`config.mk`:
```
export PLATFORM = sky130hd
export DESIGN_NAME = bcd_tick_divider
export DESIGN_NICKNAME = d
export VERILOG_FILES = /design/src/rtl/bcd_pkg.sv /design/src/rtl/bcd_digit.sv /design/src/rtl/bcd_tick_divider.sv
export SDC_FILE = /design/constraint.sdc
export NUM_CORES = 1
export LEC_CHECK = 0
export CORE_MARGIN = 10
export CORE_UTILIZATION = 45
export DETAILED_ROUTE_END_ITERATION = 8
export GPL_TIMING_DRIVEN = 0
export HOLD_SLACK_MARGIN = 0.03
export PLACE_DENSITY = 0.9
export SYNTH_ARGS = -nofsm -noshare
export SYNTH_HDL_FRONTEND = slang
export SYNTH_SLANG_ARGS = --single-unit
```
`constraint.sdc`:
```
create_clock -name clk -period 3.3 [get_ports clk]
set_input_delay 0.99 -clock clk [delete_from_list [all_inputs] [get_ports clk]]
set_output_delay 0.99 -clock clk [all_outputs]
set_load 0.02 [all_outputs]
```
`src/rtl/bcd_pkg.sv`:
```
// -----------------------------------------------------------------------------
// bcd_pkg
//   Shared types and helpers for the cascaded BCD tick divider.
//   - bcd_digit_t : one packed BCD digit (4 bits)
//   - BCD_NINE    : largest legal BCD digit value
//   - bcd_clamp() : saturates an out-of-range nibble (10..15) to 9
// -----------------------------------------------------------------------------
package bcd_pkg;

    typedef logic [3:0] bcd_digit_t;

    localparam bcd_digit_t BCD_NINE = 4'd9;

    function automatic bcd_digit_t bcd_clamp(input bcd_digit_t d);
        return (d > BCD_NINE) ? BCD_NINE : d;
    endfunction

endpackage

```
`src/rtl/bcd_digit.sv`:
```
// -----------------------------------------------------------------------------
// bcd_digit
//   One decade of the cascaded BCD counter.
//   Ports:
//     clk       in   system clock, rising edge
//     reset     in   synchronous active-high reset, highest priority
//     clr       in   synchronous clear to 0
//     en        in   advance enable (carry-in from the chain)
//     load_zero in   force the digit to 0 on the next edge (terminal count)
//     q         out  current digit value, always 0..9
//     is_nine   out  q == 9, feeds the carry chain of the next digit
// -----------------------------------------------------------------------------
module bcd_digit
    import bcd_pkg::*;
(
    input  logic       clk,
    input  logic       reset,
    input  logic       clr,
    input  logic       en,
    input  logic       load_zero,
    output logic [3:0] q,
    output logic       is_nine
);

    bcd_digit_t q_q;
    bcd_digit_t q_d;

    // NOTE: q_d gets its hold value first so every path assigns it; otherwise
    // the missing else-branch would infer a latch.
    always_comb begin
        q_d = q_q;
        if (clr || load_zero) begin
            q_d = '0;
        end else if (en) begin
            q_d = (q_q == BCD_NINE) ? bcd_digit_t'(0) : q_q + 4'd1;
        end
    end

    // NOTE: state registers use non-blocking assignment so every flop samples
    // pre-edge values regardless of process evaluation order.
    always_ff @(posedge clk) begin
        if (reset) begin
            q_q <= '0;
        end else begin
            q_q <= q_d;
        end
    end

    assign q       = q_q;
    assign is_nine = (q_q == BCD_NINE);

endmodule

```
`src/rtl/bcd_tick_divider.sv`:
```
// -----------------------------------------------------------------------------
// bcd_tick_divider
//   N-digit cascaded BCD prescaler with a run-time programmable terminal count.
//   Divides clk by (TC+1): the count runs 0..TC, then returns to 0, and tick
//   pulses combinationally in the cycle where count == TC while enabled.
//   Optional feature macro: TICK_FLAG_EN adds a sticky tick flag.
//   Parameters:
//     NUM_DIGITS  number of BCD digits (1..8)
//   Ports:
//     clk       in   system clock, rising edge
//     reset     in   synchronous active-high reset, overrides clr and en
//     en        in   count enable
//     clr       in   synchronous clear of the count, overrides en
//     tc_value  in   BCD terminal count, digit i at [4i+3:4i]
//     flag_clr  in   (TICK_FLAG_EN only) clears tick_flag; set wins
//     count     out  current BCD count, same packing as tc_value
//     c_enable  out  per-digit advance enable, bit 0 = en & !clr
//     tick      out  one-cycle pulse at the terminal count
//     tick_flag out  (TICK_FLAG_EN only) sticky copy of tick
// -----------------------------------------------------------------------------
module bcd_tick_divider
    import bcd_pkg::*;
#(
    parameter int NUM_DIGITS = 3
) (
    input  logic                    clk,
    input  logic                    reset,
    input  logic                    en,
    input  logic                    clr,
    input  logic [4*NUM_DIGITS-1:0] tc_value,
`ifdef TICK_FLAG_EN
    input  logic                    flag_clr,
    output logic                    tick_flag,
`endif
    output logic [4*NUM_DIGITS-1:0] count,
    output logic [NUM_DIGITS-1:0]   c_enable,
    output logic                    tick
);

    logic [NUM_DIGITS-1:0] dig_nine;
    logic [NUM_DIGITS-1:0] dig_match;
    logic [NUM_DIGITS-1:0] carry;
    logic                  run;
    logic                  tc_hit;
    logic                  all_nine;
    logic                  load_zero;

    // Reset is folded in so the enables and tick read 0 during a reset cycle.
    assign run = en & ~clr & ~reset;

    // Each carry is built from the enable and the lower digits directly,
    // which keeps the chain free of vector self-dependency.
    assign carry[0] = run;
    for (genvar i = 1; i < NUM_DIGITS; i++) begin : g_carry
        assign carry[i] = run & (&dig_nine[i-1:0]);
    end

    for (genvar i = 0; i < NUM_DIGITS; i++) begin : g_match
        assign dig_match[i] = (count[4*i +: 4] == bcd_clamp(tc_value[4*i +: 4]));
    end

    assign tc_hit   = &dig_match;
    assign all_nine = &dig_nine;
    assign tick     = run & tc_hit;

    // Terminal count forces all digits to 0 regardless of the carry chain.
    // The all-nines term is the natural wrap, stated explicitly so the wrap
    // does not depend on every digit rolling over in the same edge.
    assign load_zero = tick | (run & all_nine);

    for (genvar i = 0; i < NUM_DIGITS; i++) begin : g_digit
        bcd_digit u_digit (
            .clk       (clk),
            .reset     (reset),
            .clr       (clr),
            .en        (carry[i]),
            .load_zero (load_zero),
            .q         (count[4*i +: 4]),
            .is_nine   (dig_nine[i])
        );
    end

    assign c_enable = carry;

`ifdef TICK_FLAG_EN
    logic flag_q;
    logic flag_d;

    // Set is applied last so a tick in the same cycle as flag_clr wins.
    always_comb begin
        flag_d = flag_q;
        if (flag_clr) flag_d = 1'b0;
        if (tick)     flag_d = 1'b1;
    end

    always_ff @(posedge clk) begin
        if (reset) begin
            flag_q <= 1'b0;
        end else begin
            flag_q <= flag_d;
        end
    end

    assign tick_flag = flag_q;
`endif

endmodule
```
==> results of run 1 <==
==> metal layers <==
layer / part of all wire / global-route usage / routed length, um
met1: 0.39 / 0.138 / 1090
met2: 0.53 / 0.231 / 1470
met3: 0.057 / 0.0390 / 159
met4: 0.021 / 0.0550 / 59
met5: 0 / 0 / 0
==> synth_stat cells (3+ instances only) <==
cell type / count
dfxtp_1: 12
xnor2_1: 10
nor3_2: 7
nor3_1: 6
o21a_1: 6
a21oi_1: 5
nor2_1: 5
o21ai_0: 5
clkbuf_1: 4
buf_4: 3
mux2i_1: 3
nand2b_1: 3
nand3_1: 3
xor2_1: 3
==> power groups by stage <==
stage	combinational, mW	clock (mW)	sequential (mW)
after floorplan	0.0215	0	0.151
after global placement	0.0505	0	0.150
after detailed placement	0.0522	0	0.150
after CTS	0.0511	0.0913	0.147
after global routing	0.0550	0.0976	0.147
final	0.0509	0.0907	0.147
==> kinds of logic (layout without fill, tap and decap cells) <==
kind of cell,Yosys count,in the layout,share of synthesized area
multiplexers,3,3,0.0312
buffers and inverters,10,52,0.0585
flip-flops,12,12,0.250
AND/OR/NAND/NOR,47,47,0.363
XOR/XNOR,13,13,0.118
AO/OA/AOI/OAI,25,25,0.179
==> worst max-delay path, cell delays in order <==
cell	delay, ns
buf_2	0.12
o21a_1	0.19
or3_1	0.33
a21oi_2	0.14
and4b_4	0.27
buf_12	0.10
buf_6	0.10
==> worst max-delay path by stage <==
stage,startpoint,end,depth (start not counted),slack [ns]
3_5_place_dp,en,tick,7,-1.03
4_1_cts,tc_value[6],tick,7,0.01
3_3_place_gp,en,tick,7,-0.94
2_1_floorplan,tc_value[2],tick,5,0.29
5_1_grt,reset,tick,7,-0.0009
6_report,tc_value[1],tick,7,0.05
==> timing repair <==
| item | in CTS | in global routing |
|---|---|---|
| resized for setup | 43 | 16 |
| setup endpoints to repair | 4 | 3 |
| pin swaps | 10 | 10 |
| hold buffers | 0 | 0 |
| buffers inserted | 7 | 1 |
==> metrics by stage <==
stage | hold slack (ns) | util | power (mW)
4_1_cts | 0.595 | 0.702 | 0.289
3_3_place_gp | 0.558 | 0.653 | 0.200
5_1_grt | 0.676 | 0.696 | 0.299
6_report | 0.616 | 0.696 | 0.289
2_1_floorplan | 0.630 | - | 0.172
3_5_place_dp | 0.581 | 0.653 | 0.202
==> cell type report <==
type,count,area share
Sequential cell,12,0.172
Buffer,9,0.0440
Multi-Input combinational cell,88,0.506
Tap cell,27,0.0242
Clock buffer,3,0.0162
Inverter,1,0.00269
Timing Repair Buffer,39,0.234
==> PnR_summary.wiki, run 1 <==
{| class="wikitable"
! Metric !! Value
|-
| Outcome || finished, final reports clean
|-
| Number of hold violations in the final report || 0
|-
| Measured slew at the worst slew-check pin || 0.536 ns
|-
| Synth top area cells || dfxtp_1 (25%), xnor2_1 (9.1%), nor3_2 (7.3%), o21a_1 (4.7%), nor3_4 (3.4%)
|-
| Global-route wire length before repair || 4.48 mm
|-
| Initial antenna violation count || 0
|-
| Number of flip-flops in the largest register || 12
|-
| Number of filler instances in the final layout || 159
|-
| Clock root buffer master || clkbuf_4
|-
| Top_reg_cell synth || dfxtp_1
|-
| Setup Crit Path Kind || in -> out
|-
| Num ports || 32
|-
| Share of total power consumed by net switching || 0.259
|-
| Synthesized net count || 126
|-
| Drt total wl || 2.78 mm
|-
| Setup violations, final || 0
|-
| Routed length per instance || 15.5 um
|-
| Final critical path time including I/O delays and setup || 3.25 ns
|-
| Synthesized instance count || 110
|-
| R2R depth || 7
|-
| CP Data Arrival Time || 2.26 ns
|-
| Clock-pin slew on the worst setup and hold paths || 0.08 ns
|-
| Sum of overflow across all layers after global routing || 0
|-
| Max-Slew Margin vs Limit || 0.643
|-
| Top-area cell type share of the netlist area || 0.250
|-
| Finished Cell Area || 1390 um^2
|-
| Number of pins with negative max-slew slack in the final report || 0
|-
| Commonest non-fill, non-tap cell in the layout || clkdlybuf4s50_1
|-
| Largest net degree at the start of global routing || 10
|-
| Number of antenna diodes || 0
|-
| Largest area contributor in the netlist || dfxtp_1
|-
| Fraction of layout instances using a drive strength above 1 || 0.309
|-
| Synthesized area || 962 um^2
|-
| Area of placed instances || 1310 um^2
|-
| Area of the placeable core || 2000 um^2
|-
| Average via count per standard cell || 5.40
|-
| Starting DRT DRC Count || 42
|-
| Power density normalized to cell area || 207 nW/um^2
|-
| Total global routing track utilization || 0.130
|-
| Critical path startpoint category || input port
|-
| Relative contribution of the clock network to total power || 0.314
|-
| Via count of the first global-routing pass || 978
|-
| Yosys reg bits || 12
|-
| Element type at the critical path end || output pin
|-
| Register area share after synthesis || 0.250
|-
| Starting density of the core || 0.481
|-
| Hold Startpoint || g_digit[0].u_digit.q[3]$_SDFFE_PP0P_
|-
| Max-cap viol count || 0
|-
| DRC violation count after routing || 0
|-
| Static leakage || 0.500 nW
|-
| I/O Buffers || 31
|-
| Largest clock skew in the final design || 0.0141 ns
|-
| Sink count of the clock tree || 12
|-
| Proportion of power drawn by flip-flops and latches || 0.509
|-
| Weighted congestion at the end of routability-driven global placement || 0.795
|-
| Biggest fanout along the worst timing path || 4
|-
| Min setup slack post-route || 0.0480 ns
|-
| Layout overhead on the synthesized area || 44.9%
|-
| Internal power summed over all cells || 0.214 mW
|-
| Slack of the worst reg-to-reg path || 1.36 ns
|-
| Die boundary height || 66.2 um
|-
| Half-perimeter wire length of the detailed placement result || 2.07 mm
|-
| Worst min-delay path category || reg -> reg
|-
| CTS tree || built
|-
| Setup TNS Final || 0 ns
|-
| Die Footprint || 4390 um^2
|-
| Hold Crit Depth || 2
|-
| Final instance count without filler cells || 179
|-
| Net count, final || 170
|-
| Count of different cell masters after synthesis || 42
|-
| Count of vias placed by the detailed router || 966
|-
| End of the worst hold path || g_digit[0].u_digit.q[3]$_SDFFE_PP0P_
|-
| Share of synthesized flip-flops with an asynchronous set or reset || 0
|-
| Deepest clock path buffer count || 2
|-
| Most used cells in the layout excluding fill and tap cells || clkdlybuf4s50_1 (13), dfxtp_1 (12), buf_4 (11)
|-
| Total area of multi-input combinational cells || 706 um^2
|-
| Average footprint of a synthesized cell || 8.75 um^2
|-
| Router iterations before antenna repair || 4
|-
| H-tree depth reported by CTS || 1
|-
| Worst-skew pair later-pin latency || 0.28 ns
|-
| Number of CTS-inserted buffers || 3
|-
| Crit Reg-Reg Startpoint || g_digit[0].u_digit.q[2]$_SDFFE_PP0P_
|-
| Antenna Nets Post-Route || 0
|-
| Die W || 66.2 um
|-
| Standard-cell row count || 16
|-
| Total net switching power || 0.0747 mW
|-
| Synthesis warning total || 0
|-
| Final cycle utilization of the critical path || 0.985
|-
| Combinational Power Share || 0.176
|-
| Post-Place Setup Slack || -1.03 ns
|-
| Number of enable flip-flop cells after synthesis || 0
|-
| Worst VDD drop || 0.214 mV
|-
| Area of all sequential standard cells || 240 um^2
|-
| Achievable Freq || 308 MHz
|-
| Placed Instances || 168
|-
| Crit path required time || 2.31 ns
|-
| End of the worst register-to-register path || g_digit[1].u_digit.q[2]$_SDFFE_PP0P_
|}
Power figures use the tool's default switching activity.
==> inputs of run 2 (changes only) <==
--- a/config.mk
+++ b/config.mk
@@ -8,7 +8,7 @@
 export CORE_MARGIN = 10
 export CORE_UTILIZATION = 45
 export DETAILED_ROUTE_END_ITERATION = 8
-export GPL_TIMING_DRIVEN = 0
+export GPL_ROUTABILITY_DRIVEN = 0
 export HOLD_SLACK_MARGIN = 0.03
 export PLACE_DENSITY = 0.9
 export SYNTH_ARGS = -nofsm -noshare
==> run 2 against run 1 <==
Net effect:
- cell count is 2.2% lower
- non-clock buffer count is 5 lower
- total power is 13% higher
- die area stayed put
- sequential power hardly changed
- clock skew is 0.0081 ns lower
- flip-flop and latch count stayed put
- final area is 1.2% higher
- largest power group unchanged
==> PnR_summary.wiki, run 2 (same netlist as run 1, synthesis figures left out) <==
{| class="wikitable"
! Metric !! Value
|-
| Final instance count without filler cells || 175 (-2.2%)
|-
| Die boundary height || 66.2 um (unchanged)
|-
| Fraction of layout instances using a drive strength above 1 || 0.257 (-0.0525)
|-
| Min setup slack post-route || 0.0692 ns (+0.0212 ns)
|-
| Finished Cell Area || 1410 um^2 (+1.2%)
|-
| Final cycle utilization of the critical path || 0.979 (-0.00641)
|-
| Worst-skew pair later-pin latency || 0.29 ns (about the same)
|-
| Max-cap viol count || 0 (unchanged)
|-
| Net count, final || 165 (-2.9%)
|-
| Most used cells in the layout excluding fill and tap cells || clkdlybuf4s50_1 (15), dfxtp_1 (12), buf_4 (11)
|-
| Gr busiest metal || met2
|-
| Clock root buffer master || clkbuf_4
|-
| Unrepaired setup endpoints after global routing || false
|-
| Sum of overflow across all layers after global routing || 0 (unchanged)
|-
| CTS tree || built
|-
| Starting DRT DRC Count || 38 (-9.5%)
|-
| Die Footprint || 4390 um^2 (unchanged)
|-
| Achievable Freq || 310 MHz (+0.66%)
|-
| Slowest CP cell || clkdlybuf4s50_1
|-
| Clock-pin slew on the worst setup and hold paths || 0.09 ns (about the same)
|-
| H-tree depth reported by CTS || 1 (unchanged)
|-
| Worst VDD drop || 0.232 mV (+8.4%)
|-
| Drt total wl || 2.79 mm (+0.43%)
|-
| Initial antenna violation count || 0 (unchanged)
|-
| Number of flip-flops in the largest register || 12 (unchanged)
|-
| Max-Slew Margin vs Limit || 0.732 (+0.0888)
|-
| Hold WS || 0.585 ns (-0.0311 ns)
|-
| Largest clock skew in the final design || 0.00601 ns (-0.00813 ns)
|-
| Setup violations, final || 0 (unchanged)
|-
| Antenna Nets Post-Route || 0 (unchanged)
|-
| Measured slew at the worst slew-check pin || 0.402 ns (-0.134 ns)
|-
| Sink count of the clock tree || 12 (unchanged)
|-
| Router iterations before antenna repair || 4 (unchanged)
|-
| Deepest clock path buffer count || 2 (unchanged)
|-
| Setup TNS Final || 0 ns (unchanged)
|-
| DRC violation count after routing || 0 (unchanged)
|-
| CP Data Arrival Time || 2.24 ns (-0.02 ns)
|-
| Layout overhead on the synthesized area || 46.6%
|-
| Count of vias placed by the detailed router || 979 (+1.3%)
|-
| Number of antenna diodes || 0 (unchanged)
|-
| Worst min-delay path category || reg -> reg
|-
| Via count of the first global-routing pass || 947 (-3.2%)
|-
| Outcome || finished, final reports clean
|-
| Number of pins with negative max-slew slack in the final report || 0 (unchanged)
|-
| I/O Buffers || 31 (unchanged)
|-
| Routed length per instance || 15.9 um (+2.7%)
|-
| Largest net degree at the start of global routing || 13 (+3)
|-
| Top delay family on crit path || simple AND/OR/NAND/NOR gates
|-
| Critical path startpoint category || input port
|-
| Average via count per standard cell || 5.59 (+3.7%)
|-
| Number of buffers added to fix hold violations after cts || 0 (unchanged)
|-
| Total power || 0.326 mW (+13%)
|-
| Ordered list of cells on the worst path || clkdlybuf4s50_1, or3_1, a21oi_1, and4b_4, buf_6
|-
| Static leakage || 0.523 nW (+4.7%)
|-
| Placed Instances || 169 (+0.60%)
|-
| Area of the placeable core || 2000 um^2 (unchanged)
|-
| Crit path required time || 2.31 ns (about the same)
|-
| Met2 Use GR || 0.207 (-0.0239)
|-
| Number of filler instances in the final layout || 163 (+2.5%)
|-
| Commonest non-fill, non-tap cell in the layout || clkdlybuf4s50_1
|-
| Global-route wire length before repair || 4.57 mm (+2.0%)
|-
| Setup Crit Path Kind || in -> out
|-
| Power density normalized to cell area || 231 nW/um^2 (+12%)
|-
| Met3 demand-to-capacity share in global routing || 0.0220 (-0.0169)
|-
| Routing usage on met1 || 0.166 (+0.0276)
|-
| Area of placed instances || 1330 um^2 (+1.7%)
|-
| Starting density of the core || 0.481 (unchanged)
|-
| Die W || 66.2 um (unchanged)
|-
| Element type at the critical path end || output pin
|-
| Post-Place Setup Slack || -0.624 ns (+0.405 ns)
|-
| Num ports || 32 (unchanged)
|-
| Total global routing track utilization || 0.134 (+0.00374)
|-
| Share of the core filled with cells in the final layout || 0.704 (+0.00812)
|-
| Number of hold violations in the final report || 0 (unchanged)
|-
| Standard-cell row count || 16 (unchanged)
|-
| Delay of the slowest cell on the worst path || 0.41 ns (+0.08 ns)
|-
| Final critical path time including I/O delays and setup || 3.23 ns (-0.0212 ns)
|-
| Half-perimeter wire length of the detailed placement result || 2.11 mm (+1.9%)
|-
| Number of CTS-inserted buffers || 3 (unchanged)
|-
| Number of buffer and inverter stages on the critical path || 2 (-1)
|-
| Biggest fanout along the worst timing path || 2 (-2)
|}
## run 2: what timing repair did
| action | 4_1_cts | 5_1_grt |
|---|---|---|
| pin swaps | 2 | 4 |
| gates resized for setup | 29 | 8 |
| setup endpoints to repair | 4 | 2 |
| setup buffers | 0 | 2 |
## run 2: final timing paths
check | from | end | slack (ns) | depth (start not counted)
max | tc_value[0] | tick | 0.07 | 5
min | g_digit[0].u_digit.q[3]$_SDFFE_PP0P_ | g_digit[0].u_digit.q[3]$_SDFFE_PP0P_ | 0.58 | 2
min reg2reg | g_digit[0].u_digit.q[3]$_SDFFE_PP0P_ | g_digit[0].u_digit.q[3]$_SDFFE_PP0P_ | 0.58 | 2
max reg2reg | g_digit[0].u_digit.q[0]$_SDFFE_PP0P_ | g_digit[1].u_digit.q[1]$_SDFFE_PP0P_ | 1.54 | 6
## run 2: cell type report
class / instances / area (um^2) / area share
tap: 27 / 33.8 / 0.0240
sequential: 12 / 240 / 0.170
inverter: 1 / 3.75 / 0.00266
timing repair buffer: 43 / 399 / 0.283
multi-input combinational: 88 / 697 / 0.494
clock buffer: 4 / 36.3 / 0.0257
## run 2: tightest hold or removal path, stage by stage, from the launching register on
cell	delay, ns
dfxtp_1	0.36
o21ai_0	0.11
a211oi_2	0.07
## run 2: where the power goes
part	switching, mW	leakage, nW	total (mW)	internal [mW]
Combinational	0.0239	0.406	0.0551	0.0311
Sequential	0.00162	0.0968	0.147	0.145
Clock	0.0568	0.0210	0.124	0.0672
Total	0.0823	0.523	0.326	0.244
## run 2: routing by layer
metal  share of wire  up-vias  routed length, um
met3           0.058        4                162
met4           0.022        0                 61
li1                -      480                  -
met1            0.44      464               1240
met5               0        -                  0
met2            0.47       31               1320
==> inputs of run 3 (changes only) <==
--- a/config.mk
+++ b/config.mk
@@ -5,6 +5,7 @@
 export SDC_FILE = /design/constraint.sdc
 export NUM_CORES = 1
 export LEC_CHECK = 0
+export CAP_MARGIN = 30
 export CORE_MARGIN = 10
 export CORE_UTILIZATION = 45
 export DETAILED_ROUTE_END_ITERATION = 8
==> results of run 3 <==
Final layout, timing and power as in run 2 (identical DEF).
